File: src/rtl/alu_multdiv.sv
// rtl/alu_multdiv.sv - iterative signed/unsigned multiply/divide unit producing HI/LO
module alu_multdiv #(
  parameter int WIDTH = 32,
  parameter int CNT_W = 6
) (
  input  logic             clock,
  input  logic             reset,
  input  logic             start,
  input  logic [1:0]       op,
  input  logic [WIDTH-1:0] Read_data01,
  input  logic [WIDTH-1:0] Read_data02,
  output logic             busy,
  output logic             done,
  output logic             div_by_zero,
  output logic [WIDTH-1:0] HI,
  output logic [WIDTH-1:0] LO
);

  typedef enum logic [1:0] {S_IDLE, S_CALC, S_FIX} state_t;

  state_t               state_q, state_d;
  logic [CNT_W-1:0]     cnt_q, cnt_d;
  logic                 is_div_q, is_div_d;
  logic                 neg_q, neg_d;          // product or quotient negated in FIX
  logic                 neg_rem_q, neg_rem_d;  // remainder follows dividend sign
  logic                 dbz_q, dbz_d;
  logic                 busy_q, busy_d;
  logic                 done_q, done_d;
  logic                 div_by_zero_q, div_by_zero_d;
  logic [WIDTH-1:0]     opnd_q, opnd_d;        // multiplicand or divisor magnitude
  logic [WIDTH-1:0]     a_raw_q, a_raw_d;      // original A, returned as HI on divide-by-zero
  logic [WIDTH-1:0]     hi_q, hi_d;
  logic [WIDTH-1:0]     lo_q, lo_d;
  logic [2*WIDTH-1:0]   acc_q, acc_d;          // {hi, lo} product or {rem, quot}

  logic                 a_neg, b_neg;
  logic [WIDTH-1:0]     a_mag, b_mag;
  logic [WIDTH-1:0]     mul_addend;
  logic [WIDTH:0]       mul_sum;
  logic [WIDTH:0]       div_trial;
  logic [2*WIDTH-1:0]   prod_fix;
  logic [WIDTH-1:0]     quot_fix, rem_fix;

  // Operand magnitudes, one shift-add / trial-subtract step, and final sign fix-up
  always_comb begin
    a_neg      = ~op[0] & Read_data01[WIDTH-1];
    b_neg      = ~op[0] & Read_data02[WIDTH-1];
    a_mag      = a_neg ? -Read_data01 : Read_data01;
    b_mag      = b_neg ? -Read_data02 : Read_data02;
    mul_addend = acc_q[0] ? opnd_q : {WIDTH{1'b0}};
    mul_sum    = {1'b0, acc_q[2*WIDTH-1:WIDTH]} + {1'b0, mul_addend};
    // remainder shifted left needs WIDTH+1 bits before the subtract
    div_trial  = acc_q[2*WIDTH-1:WIDTH-1] - {1'b0, opnd_q};
    prod_fix   = neg_q ? -acc_q : acc_q;
    quot_fix   = neg_q ? -acc_q[WIDTH-1:0] : acc_q[WIDTH-1:0];
    rem_fix    = neg_rem_q ? -acc_q[2*WIDTH-1:WIDTH] : acc_q[2*WIDTH-1:WIDTH];
  end

  // Next-state and datapath control for IDLE -> CALC x WIDTH -> FIX
  always_comb begin
    state_d       = state_q;
    cnt_d         = cnt_q;
    is_div_d      = is_div_q;
    neg_d         = neg_q;
    neg_rem_d     = neg_rem_q;
    dbz_d         = dbz_q;
    busy_d        = busy_q;
    done_d        = 1'b0;
    div_by_zero_d = div_by_zero_q;
    opnd_d        = opnd_q;
    a_raw_d       = a_raw_q;
    hi_d          = hi_q;
    lo_d          = lo_q;
    acc_d         = acc_q;
    case (state_q)
      S_IDLE: begin
        if (start) begin
          is_div_d  = op[1];
          neg_d     = a_neg ^ b_neg;
          neg_rem_d = a_neg;
          dbz_d     = op[1] && (Read_data02 == {WIDTH{1'b0}});
          a_raw_d   = Read_data01;
          opnd_d    = op[1] ? b_mag : a_mag;
          acc_d     = {{WIDTH{1'b0}}, (op[1] ? a_mag : b_mag)};
          cnt_d     = '0;
          busy_d    = 1'b1;
          state_d   = S_CALC;
        end
      end
      S_CALC: begin
        if (is_div_q) begin
          if (!div_trial[WIDTH]) begin
            acc_d = {div_trial[WIDTH-1:0], acc_q[WIDTH-2:0], 1'b1};
          end else begin
            acc_d = {acc_q[2*WIDTH-2:0], 1'b0};
          end
        end else begin
          acc_d = {mul_sum, acc_q[WIDTH-1:1]};
        end
        cnt_d = cnt_q + CNT_W'(1);
        if (cnt_q == CNT_W'(WIDTH-1)) begin
          state_d = S_FIX;
        end
      end
      S_FIX: begin
        if (dbz_q) begin
          hi_d = a_raw_q;
          lo_d = {WIDTH{1'b1}};
        end else if (is_div_q) begin
          hi_d = rem_fix;
          lo_d = quot_fix;
        end else begin
          hi_d = prod_fix[2*WIDTH-1:WIDTH];
          lo_d = prod_fix[WIDTH-1:0];
        end
        div_by_zero_d = dbz_q;
        done_d        = 1'b1;
        busy_d        = 1'b0;
        state_d       = S_IDLE;
      end
      default: state_d = S_IDLE;
    endcase
  end

  // State register; reset discards any in-flight operation and clears results
  always_ff @(posedge clock) begin
    if (reset) begin
      state_q       <= S_IDLE;
      cnt_q         <= '0;
      is_div_q      <= 1'b0;
      neg_q         <= 1'b0;
      neg_rem_q     <= 1'b0;
      dbz_q         <= 1'b0;
      busy_q        <= 1'b0;
      done_q        <= 1'b0;
      div_by_zero_q <= 1'b0;
      opnd_q        <= '0;
      a_raw_q       <= '0;
      hi_q          <= '0;
      lo_q          <= '0;
      acc_q         <= '0;
    end else begin
      state_q       <= state_d;
      cnt_q         <= cnt_d;
      is_div_q      <= is_div_d;
      neg_q         <= neg_d;
      neg_rem_q     <= neg_rem_d;
      dbz_q         <= dbz_d;
      busy_q        <= busy_d;
      done_q        <= done_d;
      div_by_zero_q <= div_by_zero_d;
      opnd_q        <= opnd_d;
      a_raw_q       <= a_raw_d;
      hi_q          <= hi_d;
      lo_q          <= lo_d;
      acc_q         <= acc_d;
    end
  end

  assign busy        = busy_q;
  assign done        = done_q;
  assign div_by_zero = div_by_zero_q;
  assign HI          = hi_q;
  assign LO          = lo_q;

endmodule

File: config.mk
export PLATFORM = sky130hd
export DESIGN_NAME = alu_multdiv
export DESIGN_NICKNAME = d
export VERILOG_FILES = /design/src/rtl/alu_multdiv.sv
export SDC_FILE = /design/constraint.sdc
export NUM_CORES = 1
export LEC_CHECK = 0
export CORE_AREA = 2 2 230 232
export CTS_CLUSTER_SIZE = 12
export DETAILED_ROUTE_END_ITERATION = 6
export DIE_AREA = 0 0 232 234
export PLACE_DENSITY = 0.51
export SLEW_MARGIN = 20
export SYNTH_ARGS = -nofsm -noshare
export SYNTH_HDL_FRONTEND = slang
export SYNTH_SLANG_ARGS = --single-unit
File: constraint.sdc
create_clock -name clock -period 3.95 [get_ports clock]
set_clock_uncertainty 0.1 [all_clocks]
set_input_delay 0.9875 -clock clock [delete_from_list [all_inputs] [get_ports clock]]
set_output_delay 0.9875 -clock clock [all_outputs]
set_load 0.005 [all_outputs]
==> qor.json <==
{
  "status": "finished clean",
  "worst_setup_path_startpoint": "acc_q[2]",
  "slew_viol_final": 0,
  "first_iter_violations": 1621,
  "core_region_area_um2": 52020,
  "netlist_top_cells_count": "sky130_fd_sc_hd__nand2_1 (255), sky130_fd_sc_hd__dfxtp_1 (207), sky130_fd_sc_hd__a21oi_1 (200), sky130_fd_sc_hd__nor2_1 (198), sky130_fd_sc_hd__o21ai_0 (132)",
  "initial_utilization_pct": 29.61,
  "cts_post_setup_buffers_inserted": 0,
  "worst_skew_pair.late_latency_ns": 0.57,
  "path_clk_slew_ns": 0.06,
  "slew_headroom_pct": 33.21,
  "cts_repair_resize_count": 0,
  "numPortBuffers": 135,
  "worst_slack_ns": 0.2077,
  "antenna-diode-count": 0,
  "r2r-start": "acc_q[2]",
  "critPathKind": "reg2reg",
  "power.density_cell_area_nw_per_um2": 341.0,
  "yosys_register_bits": 207,
  "yosys_most_used_dff": "sky130_fd_sc_hd__dfxtp_1",
  "timing.critical_path.fanout_max": 8,
  "vdd_drop_max_uv": 339.6,
  "cp-end-kind": "register",
  "via_per_inst": 5.529,
  "area_of_the_mapped_netlist_um2": 15400,
  "route.detailed.drc": 0,
  "post_synth_top_area_cell": "sky130_fd_sc_hd__dfxtp_1",
  "final-hold-violation-count": 0,
  "synth-async-reset-ratio_pct": 0,
  "power.leakage_nw": 7.290,
  "yosysWarningCount": 0,
  "maximum_number_of_pins_on_one_net_before_global_route_repair": 119,
  "place.detailed.instances": 2901,
  "fraction_of_final_layout_cells_with_drive_strength_greater_than_1_pct": 9.876,
  "vias": 16289,
  "worst_slew_pin_slew_ns": 1.002,
  "synth-seq-area-share_pct": 26.90,
  "htree_num_levels": 1,
  "synth_most_common_cell": "sky130_fd_sc_hd__nand2_1",
  "cts_max_path_buffers": 3,
  "timing.critical_path.from_type": "register",
  "post-route-min-period_ns": 3.742,
  "routabilityCongestion": 0.9604,
  "detailedPlace.worstSlack_ns": -0.08290,
  "worst_hold_path_type": "reg2reg",
  "first_global_vias": 15016,
  "grt_antenna_before_repair": 1,
  "grt_first_pass_wirelength_um": 94360,
  "io-pin-count": 136,
  "cts_num_sinks": 207,
  "floorplan.rows": 84,
  "setup_violations": 0,
  "yosys.area.top_type_share_pct": 26.90,
  "timing.max_cap.violations": 0,
  "cts_root_buf": "sky130_fd_sc_hd__clkbuf_16",
  "detail-route-antenna-nets": 0,
  "globalRoute.totalOverflow": 0,
  "wp_data_arrival_ns": 4.13,
  "total_half_perimeter_wirelength_after_legalization_and_detailed_placement_um": 49050,
  "synth_nets": 2215,
  "layout_cells_excl_fill": 2946,
  "placed_cell_area_um2": 18290,
  "route.detailed.wl_per_inst_um": 21.42,
  "area.growth.synth_to_final_pct": 24.13,
  "number_of_nets_in_the_layout": 2380,
  "cts_made_buffers": 25,
  "cell_types_occupying_the_most_area_after_synthesis": "sky130_fd_sc_hd__dfxtp_1 (27%), sky130_fd_sc_hd__a21oi_1 (6.5%), sky130_fd_sc_hd__nand2_1 (6.2%)",
  "synthCells": 2075,
  "drt_first_pass_iters": 5,
  "worstHoldStart": "opnd_q[9]",
  "die_height_um": 234,
  "timing.final.crit_share_pct": 94.74,
  "crit_required_ns": 4.34,
  "detail_route.wirelength_um": 63100,
  "synth-edff-count": 0,
  "floorplan.die.width_um": 232,
  "netlist-cell-type-count": 70,
  "finished_layout_cell_area_um2": 19120,
  "die_footprint_um2": 54290,
  "syn_area_per_cell_um2": 7.423,
  "globalRouteTotalUtil_pct": 22.64,
  "rsz0062_at_grt": "no",
  "cts-hold-fix-buffers": 0,
  "clock_tree_from_tritoncts": "yes",
  "max_clock_freq_mhz": 267.2
}
==> per-layer routing <==
metal  routed length [um]  up-vias  global-route usage, %
li1                     -     7869                      -
met1                29730     7778                  32.54
met2                26900      558                  34.79
met3                 4581       84                  3.405
met4                 1888        0                  6.691
met5                    0        -                      0
==> cells by family after synthesis <==
kind of cell,Yosys count,share of synthesized area (%)
AND/OR/NAND/NOR,690,20.74
AO/OA/AOI/OAI,672,27.84
flip-flops,207,26.90
buffers and inverters,206,5.101
XOR/XNOR,170,9.666
adder cells (fa/ha/maj),71,5.865
multiplexers,59,3.891
==> per-stage QoR <==
| step | util, % | TNS [ns] | total power [mW] | hold WS, ns |
|---|---|---|---|---|
| finish | 36.75 | 0 | 6.521 | 0.3515 |
| global route | 36.75 | 0 | 6.810 | 0.3814 |
| CTS | 36.70 | 0 | 6.531 | 0.3554 |
| detailed placement | 35.15 | -0.2027 | 4.206 | 0.3463 |
| global placement | 35.15 | -0.1699 | 4.200 | 0.3412 |
| floorplan | - | 0 | 3.477 | 0.3311 |
==> cell type report <==
cell class | count | area, um2
tap | 688 | 860.8
multi-input combinational | 1662 | 10540
inverter | 66 | 247.7
clock inverter | 12 | 112.6
clock buffer | 33 | 695.7
timing repair buffer | 278 | 2517
fill | 5513 | 32900
sequential | 207 | 4148
==> state kept, by name (all words and copies together), names as in the netlist, 2 cells and up <==
register / count
opnd_q: 32
state_q: 2
HI: 32
cnt_q: 6
LO: 32
a_raw_q: 32
acc_q: 64
==> power by group <==
part	internal (mW)	switching (mW)	leakage, nW
clock network	1.31	1.01	0.398
registers	2.18	0.114	1.69
logic	0.742	1.15	5.20
==> critical path: stages, from the launching register on <==
cell and delay (ns):
sky130_fd_sc_hd__dfxtp_1 0.38, sky130_fd_sc_hd__or4_1 0.67, sky130_fd_sc_hd__nor4_2 0.49, sky130_fd_sc_hd__nand4_1 0.41, sky130_fd_sc_hd__o31ai_1 0.42, sky130_fd_sc_hd__xnor2_1 0.16, sky130_fd_sc_hd__nor2_1 0.05, sky130_fd_sc_hd__a211oi_1 0.54
sky130_fd_sc_hd__buf_4 0.23, sky130_fd_sc_hd__a211oi_1 0.05, sky130_fd_sc_hd__nor3_1 0.14
==> layout by cell type (no fill, tap or decap), types with 19 or more instances in the layout <==
| master | n |
|---|---|
| sky130_fd_sc_hd__a211oi_1 | 95 |
| sky130_fd_sc_hd__a21o_1 | 26 |
| sky130_fd_sc_hd__a21oi_1 | 200 |
| sky130_fd_sc_hd__a22oi_1 | 19 |
| sky130_fd_sc_hd__a31oi_1 | 21 |
| sky130_fd_sc_hd__buf_4 | 136 |
| sky130_fd_sc_hd__clkbuf_16 | 25 |
| sky130_fd_sc_hd__clkdlybuf4s50_1 | 133 |
| sky130_fd_sc_hd__dfxtp_1 | 204 |
| sky130_fd_sc_hd__ha_1 | 69 |
| sky130_fd_sc_hd__inv_1 | 64 |
| sky130_fd_sc_hd__mux2i_1 | 52 |
| sky130_fd_sc_hd__nand2_1 | 255 |
| sky130_fd_sc_hd__nand2b_1 | 21 |
| sky130_fd_sc_hd__nand3_1 | 32 |
| sky130_fd_sc_hd__nor2_1 | 196 |
| sky130_fd_sc_hd__nor3_1 | 46 |
| sky130_fd_sc_hd__o211ai_1 | 42 |
| sky130_fd_sc_hd__o21ai_0 | 132 |
| sky130_fd_sc_hd__o31ai_1 | 23 |
| sky130_fd_sc_hd__xnor2_1 | 95 |
| sky130_fd_sc_hd__xor2_1 | 75 |
==> worst paths after layout <==
path | depth (start not counted) | slack [ns] | endpoint
worst max-delay path | 10 | 0.21 | HI[1]
worst max register to register | 10 | 0.21 | HI[1]
worst min-delay path | 2 | 0.35 | opnd_q[9]
worst min register to register | 2 | 0.35 | opnd_q[9]
(Power assumes the default switching activity.)
